### config.mk
export PLATFORM = sky130hd
export DESIGN_NAME = msrv32_lsu
export DESIGN_NICKNAME = d
export VERILOG_FILES = /design/src/rtl/msrv32_pkg.sv /design/src/rtl/msrv32_load_align.sv /design/src/rtl/msrv32_lsu.sv
export SDC_FILE = /design/constraint.sdc
export NUM_CORES = 1
export LEC_CHECK = 0
export ABC_CLOCK_PERIOD_IN_PS = 1880
export BUFFER_PORTS_ARGS = -buffer_cell sky130_fd_sc_hd__buf_4
export CAP_MARGIN = 0
export CORE_UTILIZATION = 50
export CTS_BUF_LIST = sky130_fd_sc_hd__clkbuf_8
export DETAILED_ROUTE_END_ITERATION = 10
export PLACE_DENSITY_LB_ADDON = 0.05
export SETUP_SLACK_MARGIN = 0.15
export SLEW_MARGIN = 20
export SYNTH_ARGS = -nofsm -noshare
export SYNTH_HDL_FRONTEND = slang
export SYNTH_SLANG_ARGS = --single-unit
### constraint.sdc
create_clock -name ms_riscv32_mp_clk_in -period 1.88 [get_ports ms_riscv32_mp_clk_in]
set_clock_uncertainty 0.1 [all_clocks]
set_input_delay 0.376 -clock ms_riscv32_mp_clk_in [delete_from_list [all_inputs] [get_ports ms_riscv32_mp_clk_in]]
set_output_delay 0.376 -clock ms_riscv32_mp_clk_in [all_outputs]
set_load 0.02 [all_outputs]
### src/rtl/msrv32_pkg.sv
// Shared definitions for the msrv32 load/store unit.
//  - lsu_state_e : LSU transaction state encodings
//  - SZ_B/SZ_H/SZ_W : decoder access-size codes (2'b11 is treated as word)
//  - LSU_TIMEOUT_DEFAULT : default bus timeout in BUSY cycles
//  - store_mask / store_lanes : byte-strobe and lane-replication helpers
package msrv32_pkg;

    typedef enum logic [1:0] {
        LSU_IDLE = 2'b00,
        LSU_BUSY = 2'b01,
        LSU_DONE = 2'b10
    } lsu_state_e;

    localparam logic [1:0] SZ_B = 2'b00;
    localparam logic [1:0] SZ_H = 2'b01;
    localparam logic [1:0] SZ_W = 2'b10;

    localparam int LSU_TIMEOUT_DEFAULT = 255;

    // Byte strobes for an access of the given size at byte offset off.
    function automatic logic [3:0] store_mask(input logic [1:0] size, input logic [1:0] off);
        logic [3:0] mask;
        case (size)
            SZ_B:    mask = 4'b0001 << off;
            SZ_H:    mask = 4'b0011 << {off[1], 1'b0};
            default: mask = 4'b1111;
        endcase
        return mask;
    endfunction

    // Replicate the low byte/half of wdata across every lane so the strobes select it.
    function automatic logic [31:0] store_lanes(input logic [1:0] size, input logic [31:0] wdata);
        logic [31:0] lanes;
        case (size)
            SZ_B:    lanes = {4{wdata[7:0]}};
            SZ_H:    lanes = {2{wdata[15:0]}};
            default: lanes = wdata;
        endcase
        return lanes;
    endfunction

endpackage

### src/rtl/msrv32_load_align.sv
// Load data aligner: selects the addressed byte/half from a 32-bit bus word
// and sign- or zero-extends it; words pass through unchanged.
//  rdata_in    : raw bus read data
//  offset_in   : address bits [1:0] of the access
//  size_in     : SZ_B / SZ_H / SZ_W (2'b11 treated as word)
//  unsigned_in : 1 = zero-extend, 0 = sign-extend
//  data_out    : aligned, extended load value
module msrv32_load_align
    import msrv32_pkg::*;
(
    input  logic [31:0] rdata_in,
    input  logic [1:0]  offset_in,
    input  logic [1:0]  size_in,
    input  logic        unsigned_in,
    output logic [31:0] data_out
);

    logic [31:0] shifted_s;
    logic [7:0]  byte_s;
    logic [15:0] half_s;

    // Lane select then extension by access size.
    always_comb begin
        shifted_s = rdata_in >> {offset_in, 3'b000};
        byte_s    = shifted_s[7:0];
        if (offset_in[1]) begin
            half_s = rdata_in[31:16];
        end else begin
            half_s = rdata_in[15:0];
        end
        case (size_in)
            SZ_B: begin
                if (unsigned_in) begin
                    data_out = {24'h000000, byte_s};
                end else begin
                    data_out = {{24{byte_s[7]}}, byte_s};
                end
            end
            SZ_H: begin
                if (unsigned_in) begin
                    data_out = {16'h0000, half_s};
                end else begin
                    data_out = {{16{half_s[15]}}, half_s};
                end
            end
            default: data_out = rdata_in;
        endcase
    end

endmodule

### src/rtl/msrv32_lsu.sv
// msrv32 load/store unit. Accepts one memory access per instruction from the
// decoder, runs a single req/ack data-bus transaction (with timeout) and
// returns aligned load data, a pipeline stall and an access-fault pulse.
//  Decoder side : ld_req_in, st_req_in, size_in, unsigned_in, addr_in, wdata_in,
//                 misaligned_ld_in, misaligned_st_in, trap_taken_in
//  Data bus     : dbus_req_out, dbus_we_out, dbus_addr_out, dbus_wdata_out,
//                 dbus_mask_out, dbus_ack_in, dbus_err_in, dbus_rdata_in
//  Pipeline     : lsu_stall_out (combinational), load_data_out, load_valid_out,
//                 access_fault_out
module msrv32_lsu
    import msrv32_pkg::*;
#(
    parameter int XLEN        = 32,
    parameter int TIMEOUT_CYC = LSU_TIMEOUT_DEFAULT
) (
    input  logic            ms_riscv32_mp_clk_in,
    input  logic            ms_riscv32_mp_rst_n_in,
    input  logic            ld_req_in,
    input  logic            st_req_in,
    input  logic [1:0]      size_in,
    input  logic            unsigned_in,
    input  logic [XLEN-1:0] addr_in,
    input  logic [XLEN-1:0] wdata_in,
    input  logic            misaligned_ld_in,
    input  logic            misaligned_st_in,
    input  logic            trap_taken_in,
    output logic            dbus_req_out,
    output logic            dbus_we_out,
    output logic [XLEN-1:0] dbus_addr_out,
    output logic [XLEN-1:0] dbus_wdata_out,
    output logic [3:0]      dbus_mask_out,
    input  logic            dbus_ack_in,
    input  logic            dbus_err_in,
    input  logic [XLEN-1:0] dbus_rdata_in,
    output logic            lsu_stall_out,
    output logic [XLEN-1:0] load_data_out,
    output logic            load_valid_out,
    output logic            access_fault_out
);

    localparam int CNT_W = $clog2(TIMEOUT_CYC + 1);

    lsu_state_e      state_r;
    lsu_state_e      state_next_s;

    logic            req_ok_s;
    logic            accept_s;
    logic            stall_s;
    logic            busy_s;
    logic            timeout_s;
    logic            finish_s;
    logic            fault_s;
    logic            kill_now_s;
    logic            ld_ok_s;
    logic [3:0]      lane_mask_s;
    logic [XLEN-1:0] lane_wdata_s;
    logic [XLEN-1:0] align_data_s;

    logic [CNT_W-1:0] cnt_r;
    logic             kill_r;
    logic             req_r;
    logic             we_r;
    logic [XLEN-1:0]  addr_r;
    logic [XLEN-1:0]  wdata_r;
    logic [3:0]       mask_r;
    logic [1:0]       size_r;
    logic [1:0]       offset_r;
    logic             unsigned_r;
    logic [XLEN-1:0]  load_data_r;
    logic             load_valid_r;
    logic             fault_r;

    // Request qualification: a store takes priority and uses its own misaligned flag.
    // Gated with reset so no stall is reported while the unit is held in reset.
    always_comb begin
        if (st_req_in) begin
            req_ok_s = ~misaligned_st_in;
        end else begin
            req_ok_s = ld_req_in & ~misaligned_ld_in;
        end
        accept_s = req_ok_s & ~trap_taken_in & ms_riscv32_mp_rst_n_in & (state_r == LSU_IDLE);
    end

    // Completion conditions while the bus transaction is outstanding.
    // An ack in the final counted cycle wins over the timeout.
    always_comb begin
        busy_s     = (state_r == LSU_BUSY);
        timeout_s  = busy_s & ~dbus_ack_in & (cnt_r == CNT_W'(TIMEOUT_CYC));
        finish_s   = busy_s & (dbus_ack_in | timeout_s);
        fault_s    = (dbus_ack_in & dbus_err_in) | timeout_s;
        // A trap in the completing cycle still kills the load result.
        kill_now_s = kill_r | trap_taken_in;
        ld_ok_s    = finish_s & ~we_r & ~kill_now_s & ~fault_s;
    end

    // Store lane shaping from the live request; loads carry no write data.
    always_comb begin
        lane_mask_s = store_mask(size_in, addr_in[1:0]);
        if (st_req_in) begin
            lane_wdata_s = store_lanes(size_in, wdata_in);
        end else begin
            lane_wdata_s = {XLEN{1'b0}};
        end
    end

    // FSM state register.
    always_ff @(posedge ms_riscv32_mp_clk_in or negedge ms_riscv32_mp_rst_n_in) begin
        if (!ms_riscv32_mp_rst_n_in) begin
            state_r <= LSU_IDLE;
        end else begin
            state_r <= state_next_s;
        end
    end

    // FSM next-state logic.
    always_comb begin
        state_next_s = state_r;
        case (state_r)
            LSU_IDLE: begin
                if (accept_s) begin
                    state_next_s = LSU_BUSY;
                end else begin
                    state_next_s = LSU_IDLE;
                end
            end
            LSU_BUSY: begin
                if (finish_s) begin
                    state_next_s = LSU_DONE;
                end else begin
                    state_next_s = LSU_BUSY;
                end
            end
            LSU_DONE: state_next_s = LSU_IDLE;
            default:  state_next_s = LSU_IDLE;
        endcase
    end

    // FSM outputs: stall covers the accept cycle and every BUSY cycle.
    always_comb begin
        stall_s = 1'b0;
        case (state_r)
            LSU_IDLE: stall_s = accept_s;
            LSU_BUSY: stall_s = 1'b1;
            LSU_DONE: stall_s = 1'b0;
            default:  stall_s = 1'b0;
        endcase
    end

    // Bus request registers: captured on accept and held stable until completion.
    always_ff @(posedge ms_riscv32_mp_clk_in or negedge ms_riscv32_mp_rst_n_in) begin
        if (!ms_riscv32_mp_rst_n_in) begin
            req_r      <= 1'b0;
            we_r       <= 1'b0;
            addr_r     <= {XLEN{1'b0}};
            wdata_r    <= {XLEN{1'b0}};
            mask_r     <= 4'b0000;
            size_r     <= 2'b00;
            offset_r   <= 2'b00;
            unsigned_r <= 1'b0;
        end else if (accept_s) begin
            req_r      <= 1'b1;
            we_r       <= st_req_in;
            addr_r     <= {addr_in[XLEN-1:2], 2'b00};
            wdata_r    <= lane_wdata_s;
            mask_r     <= lane_mask_s;
            size_r     <= size_in;
            offset_r   <= addr_in[1:0];
            unsigned_r <= unsigned_in;
        end else if (finish_s) begin
            req_r      <= 1'b0;
        end
    end

    // Timeout counter and kill flag, both live only within a transaction.
    always_ff @(posedge ms_riscv32_mp_clk_in or negedge ms_riscv32_mp_rst_n_in) begin
        if (!ms_riscv32_mp_rst_n_in) begin
            cnt_r  <= {CNT_W{1'b0}};
            kill_r <= 1'b0;
        end else if (busy_s && !finish_s) begin
            cnt_r  <= cnt_r + CNT_W'(1);
            kill_r <= kill_now_s;
        end else begin
            cnt_r  <= {CNT_W{1'b0}};
            kill_r <= 1'b0;
        end
    end

    msrv32_load_align u_load_align (
        .rdata_in    (dbus_rdata_in),
        .offset_in   (offset_r),
        .size_in     (size_r),
        .unsigned_in (unsigned_r),
        .data_out    (align_data_s)
    );

    // Result registers: one-cycle strobes in DONE; load data holds otherwise.
    always_ff @(posedge ms_riscv32_mp_clk_in or negedge ms_riscv32_mp_rst_n_in) begin
        if (!ms_riscv32_mp_rst_n_in) begin
            load_data_r  <= {XLEN{1'b0}};
            load_valid_r <= 1'b0;
            fault_r      <= 1'b0;
        end else begin
            load_valid_r <= ld_ok_s;
            fault_r      <= finish_s & fault_s;
            if (ld_ok_s) begin
                load_data_r <= align_data_s;
            end
        end
    end

    assign dbus_req_out     = req_r;
    assign dbus_we_out      = we_r;
    assign dbus_addr_out    = addr_r;
    assign dbus_wdata_out   = wdata_r;
    assign dbus_mask_out    = mask_r;
    assign lsu_stall_out    = stall_s;
    assign load_data_out    = load_data_r;
    assign load_valid_out   = load_valid_r;
    assign access_fault_out = fault_r;

endmodule

==> impl_metrics.py, run 1 <==
metrics = {
    "detailed_routing": {
        "dr.pass1.iters": 4,
        "routed_wl_um": 15100,
        "postRouteAntennaNets": 0,
        "drc": 0,
        "wire_per_inst_um": 16.9,
        "vias": 4728,
        "drt_iter0_markers": 225,
        "vias_per_cell": 5.31,
    },
    "die": {
        "io_pins": 213,
        "core_um2": 10500,
        "die_w_um": 107,
        "num_rows": 37,
        "start_util_pct": 52.3,
        "dieHeight_um": 107,
        "die-area_um2": 11400,
    },
    "power_and_ir_drop": {
        "p_per_area_nw_per_um2": 1190,
        "pwr-share-clk_pct": 28.0,
        "power.leakage_nw": 4.03,
        "total_power_mw": 9.39,
        "p_sw_mw": 3.16,
        "power_frac_comb_pct": 34.7,
        "vdd_ir_drop_max_uv": 594,
        "power.internal_mw": 6.23,
        "seqPwrFrac_pct": 37.3,
        "p_sw_share_pct": 33.6,
    },
    "placed_design": {
        "place_hpwl_um": 10600,
        "gp_congestion": 0.866,
        "port_buffers": 210,
    },
    "flow_run": {
        "drv_cap": 0,
    },
    "timing": {
        "worst_slew_pin_slew_ps": 626,
        "fin_ws_ps": -110,
        "hold_violations": 0,
        "fin_crit_sh_pct": 106,
        "fin_crit_ps": 1990,
        "finalSetupViolations": 1,
        "rsz0062_at_grt": "yes",
        "fmax_mhz": 502,
        "hold_slack_ps": 49.0,
        "relSlewSlack_pct": 58.3,
        "final_max_slew_viol_count": 0,
    },
    "clock_network": {
        "ctsHtreeMaxLevel": 4,
        "insertion_delay_ps": 420,
        "clock-sinks": 118,
        "cts_buffer_depth": 2,
        "cts_tree": "yes",
        "cts_inserted_buffers": 17,
        "cts_root_buf": "clkbuf_8",
        "clkTransAtPathRegs_ps": 80,
    },
    "logic_synthesis": {
        "ys_seq_area_share_pct": 54.0,
        "synth_top_cell_area_share_pct": 54.0,
        "yosysWarnings": 0,
        "synth_ff_type": "dfrtp_1",
        "synth_compound_area_share_pct": 12.3,
        "synth_top_family_by_area": "multiplexers",
        "ys_ff_latch": 118,
        "yosys-top-cells-area": "dfrtp_1, mux2_2, nand2_1",
        "synthMuxAreaShare_pct": 15.4,
        "synth_fa_ha_area_share_pct": 0.229,
        "synth_edf_count": 0,
        "netlist_top_cells_count": "dfrtp_1, nand2_1, mux2_2, o21ai_0, nor2_1",
        "synthXorXnorAreaFrac_pct": 0.960,
        "postSynthAreaPerCell_um2": 10.8,
        "synth_top_area_cell": "dfrtp_1",
        "yosysMostFrequentCell": "dfrtp_1",
        "async_flop_share_pct": 100,
        "synth_area_um2": 5470,
        "synth.distinct_cells": 46,
        "syn_inst": 507,
        "synthSimpleGateAreaFrac_pct": 12.9,
    },
    "global_route": {
        "grt_pass1_wl_um": 23600,
        "grt_pass1_vias": 4698,
        "overflow": 0,
        "grt_use_total_pct": 27.2,
        "antenna_found_initial": 0,
        "grt_max_degree": 119,
    },
    "layout": {
        "nets": 850,
        "antennaDiodeCount": 0,
        "drive_gt1_share_pct": 45.8,
        "syn2layout_area_growth_pct": 44.6,
    },
    "status": {
        "violations": "setup timing",
        "status": "finished, violations left",
    },
    "worst_setup_path": {
        "path_class": "flop to output port",
        "start_kind": "flop",
        "cp-end-kind": "output port",
        "cp.required_ps": 1400,
        "crit_fanout": 2,
        "arrival_ps": 1510,
    },
    "worst_hold_path": {
        "hold_path.class": "primary input to flop",
    },
}
-- critical path: stages (launching register included) --
cell     delay (ps)
dfrtp_1         400
nor4b_4         380
o21ai_4         120
nand2_4          70
buf_6           120
-- cell usage in the layout (no fill, tap or decap), types with 9 or more instances in the layout --
master / netlist / final
buf_4: 3 / 235
nor2b_1: 9 / 9
a21oi_1: 29 / 29
nor2_1: 38 / 37
inv_1: 11 / 10
nand2_1: 80 / 78
o21ai_1: 8 / 11
clkbuf_8: 0 / 21
mux2i_1: 27 / 27
o21ai_0: 39 / 36
mux2_2: 41 / 41
dfrtp_1: 118 / 117
-- path summary, 6_finish.rpt --
path	startpoint	endpoint	slack, ps	cells after the start
max	state_r[0]	lsu_stall_out	-110	4
min	addr_in[29]	dbus_addr_out[29]	50	2
max reg2reg	state_r[0]	offset_r[0]	20	5
min reg2reg	cnt_r[0]	cnt_r[0]	360	1
max in group asynchronous	ms_riscv32_mp_rst_n_in	offset_r[1]	620	3
min in group asynchronous	ms_riscv32_mp_rst_n_in	load_data_out[4]	570	3
-- power by group through the flow --
stage                     clock, mW  combinational [mW]  sequential [mW]
final                          2.63                3.26             3.50
after global routing           2.80                3.48             3.57
after CTS                      2.68                3.24             3.50
after detailed placement          0                3.20             3.54
after global placement            0                3.13             3.51
after floorplan                   0                1.01             4.21
-- repair_timing --
item | CTS | global route
gates resized for setup | 6 | 13
endpoints found under the hold margin | 7 | 0
setup buffers | 4 | 7
hold buffers | 1 | 0
cloned | 1 | 1
setup endpoints to repair | 26 | 90
pin swaps | 4 | 2
-- state kept, by name, indices dropped and copies added (netlist names) --
register	flops
dbus_mask_out	4
dbus_wdata_out	32
load_data_out	32
offset_r	2
cnt_r	8
dbus_req_out	1
dbus_addr_out	30
load_valid_out	1
dbus_we_out	1
state_r	2
kill_r	1
unsigned_r	1
access_fault_out	1
size_r	2
-- cell families after synthesis --
family	after synthesis
xor+xnor	6
compound gates	107
buf+inv	43
simple gates	154
fa+ha+maj	1
flops	118
other cells	1
mux	77
-- area by class of cell --
cell class / count / area (um^2)
clock inverters: 11 / 170
flip-flops and latches: 118 / 2950
fillers: 765 / 2550
inverters: 11 / 41.3
repair buffers: 245 / 1930
clock buffers: 21 / 289
well taps: 136 / 170
multi-input cells: 348 / 2360
-- layer usage --
layer	track usage, %	up-vias	part of all wire [%]
met1	33.6	2312	41
met5	0	-	0
met2	44.1	178	49
met3	8.63	26	7.6
met4	11.5	0	2.4
li1	-	2212	-
-- per-stage QoR --
stage | setup WS [ps] | cell area [um^2] | instances | setup TNS, ps | utilization, %
5_1_grt | -184 | 7910 | 890 | -436 | 75.6
3_5_place_dp | 58.5 | 7260 | 844 | 0 | 69.4
2_1_floorplan | 109 | 5500 | 508 | 0 | -
3_3_place_gp | 94.7 | 7260 | 844 | 0 | 69.4
4_1_cts | -140 | 7800 | 882 | -140 | 74.6
6_report | -110 | 7910 | 890 | -110 | 75.6
(Power assumes the default switching activity.)
==> inputs of run 2 (changes only) <==
- SETUP_SLACK_MARGIN: 0.15 -> default
- SLEW_MARGIN: 20 -> 0
==> impl_metrics.py, run 2 (same netlist as run 1, synthesis figures left out) <==
metrics = {
    "timing": {
        "rsz0062_at_grt": "yes",
        "fin_ws_ps": -113,
        "hold_violations": 20,
        "hold_slack_ps": -50.8,
        "fin_crit_ps": 1990,
        "worst_slew_pin_slew_ps": 644,
        "finalSetupViolations": 1,
        "final_max_slew_viol_count": 0,
        "relSlewSlack_pct": 57.1,
        "fmax_mhz": 502,
        "fin_crit_sh_pct": 106,
    },
    "layout": {
        "final_common_cell": "buf_4",
        "multi_input_area_um2": 2310,
        "final_area_um2": 7680,
        "antennaDiodeCount": 0,
        "fin_util_pct": 73.4,
        "syn2layout_area_growth_pct": 40.4,
        "fillers": 808,
        "final_cell_mix": "buf_4, dfrtp_1, nand2_1",
        "drive_gt1_share_pct": 43.3,
        "regArea_um2": 2950,
        "nets": 837,
    },
    "detailed_routing": {
        "wire_per_inst_um": 16.6,
        "drc": 0,
        "drt_iter0_markers": 213,
        "vias_per_cell": 5.21,
        "dr.pass1.iters": 4,
        "routed_wl_um": 14500,
        "vias": 4563,
        "postRouteAntennaNets": 0,
    },
    "global_route": {
        "grt_use_total_pct": 26.1,
        "antenna_found_initial": 0,
        "grt_pass1_vias": 4521,
        "overflow": 0,
        "grt_max_degree": 119,
        "grt_pass1_wl_um": 22600,
    },
    "placed_design": {
        "dpl_cell_area_um2": 7200,
        "port_buffers": 210,
        "gp_congestion": 0.826,
        "place_hpwl_um": 10300,
    },
    "clock_network": {
        "cts_buffer_depth": 2,
        "cts_inserted_buffers": 17,
        "ctsHtreeMaxLevel": 4,
        "cts_root_buf": "clkbuf_8",
        "clock-sinks": 118,
        "cts_tree": "yes",
        "clkTransAtPathRegs_ps": 70,
        "cts-hold-fix-buffers": 0,
        "insertion_delay_ps": 430,
    },
    "worst_setup_path": {
        "cp-end-kind": "output port",
        "arrival_ps": 1520,
        "r2r_cells": 5,
        "r2r_start": "state_r[0]",
        "critPathCapture": "lsu_stall_out",
        "regToRegEndpoint": "dbus_addr_out[28]",
        "worstSetupStartpoint": "state_r[0]",
        "start_kind": "flop",
        "path_class": "flop to output port",
        "rrSetupSlack_ps": 70,
        "cp_slowest_cell": "dfrtp_1",
        "crit_path_max_incr_delay_ps": 410,
        "crit_fanout": 2,
        "cp_cell_sequence": "nor4b_4, o21ai_4, nand2_2, buf_6",
        "cp.required_ps": 1400,
    },
    "die": {
        "die_w_um": 107,
        "num_rows": 37,
        "dieHeight_um": 107,
        "io_pins": 213,
        "die-area_um2": 11400,
        "start_util_pct": 52.3,
        "core_um2": 10500,
    },
    "status": {
        "violations": "hold timing, setup timing",
        "status": "finished, violations left",
    },
    "power_and_ir_drop": {
        "vdd_ir_drop_max_uv": 652,
        "p_per_area_nw_per_um2": 1140,
        "total_power_mw": 8.74,
        "power.leakage_nw": 3.93,
    },
    "flow_run": {
        "drv_cap": 0,
    },
    "worst_hold_path": {
        "hold_path.class": "primary input to async pin",
    },
}
==> run 2: cell types whose count changed in the layout (fill, tap and decap cells not counted), sizes merged <==
cell,delta
clkbuf,+1
bufbuf,-1
dlygate4sd3,-1
nand4,-1
buf,-13
bufinv,-3
clkinv,+3
==> run 2: worst max-delay path: cells and delay by family (launching register included) <==
| family | cells | cell delay (ps) |
|---|---|---|
| compound gates | 1 | 110 |
| buf+inv | 1 | 120 |
| flops | 1 | 410 |
| simple gates | 2 | 440 |
==> run 2: per-layer routing <==
| layer | routed length, um | global-route usage (%) | up-vias |
|---|---|---|---|
| met3 | 957 | 7.84 | 18 |
| met2 | 7190 | 43.0 | 160 |
| met4 | 240 | 8.12 | 0 |
| li1 | - | - | 2170 |
| met1 | 6130 | 33.0 | 2215 |
| met5 | 0 | 0 | - |
==> run 2: what timing repair did <==
action	4_1_cts	5_1_grt
buffers inserted	4	1
gates resized for setup	4	3
cloned	0	3
pin swaps	2	0
setup endpoints to repair	1	38
==> run 2: power breakdown <==
part	total, mW	internal, mW	switching, mW
Clock	2.06	1.08	0.980
Sequential	3.53	3.14	0.393
Combinational	3.15	1.47	1.68
Total	8.74	5.69	3.05
==> run 2: area by class of cell <==
| cell class | instances | share of cell area (%) |
|---|---|---|
| Sequential cell | 118 | 38.4 |
| Inverter | 11 | 0.538 |
| Clock inverter | 11 | 1.12 |
| Clock buffer | 19 | 3.40 |
| Multi-Input combinational cell | 347 | 30.0 |
| Timing Repair Buffer | 233 | 24.3 |
| Tap cell | 136 | 2.22 |
==> run 2: worst min-delay path by stage <==
stage	from	to	slack, ps	cells past startpoint
finish	ms_riscv32_mp_rst_n_in	load_data_out[19]	-50	2
global route	ms_riscv32_mp_rst_n_in	load_data_out[19]	30	2
CTS	ms_riscv32_mp_rst_n_in	load_data_out[19]	9	2
detailed placement	dbus_mask_out[1]	dbus_mask_out[1]	370	2
global placement	cnt_r[0]	cnt_r[0]	340	1
floorplan	ms_riscv32_mp_rst_n_in	access_fault_out	-20	0
==> run 2: metrics by stage <==
stage               TNS (ps)  hold WS (ps)  setup slack, ps  instances
finish                  -113         -50.8             -113        875
global placement           0           340              126        838
global route            -221          26.5             -193        875
CTS                     -161          8.91             -135        872
floorplan                  0         -19.6             20.9        508
detailed placement         0           371             93.5        838
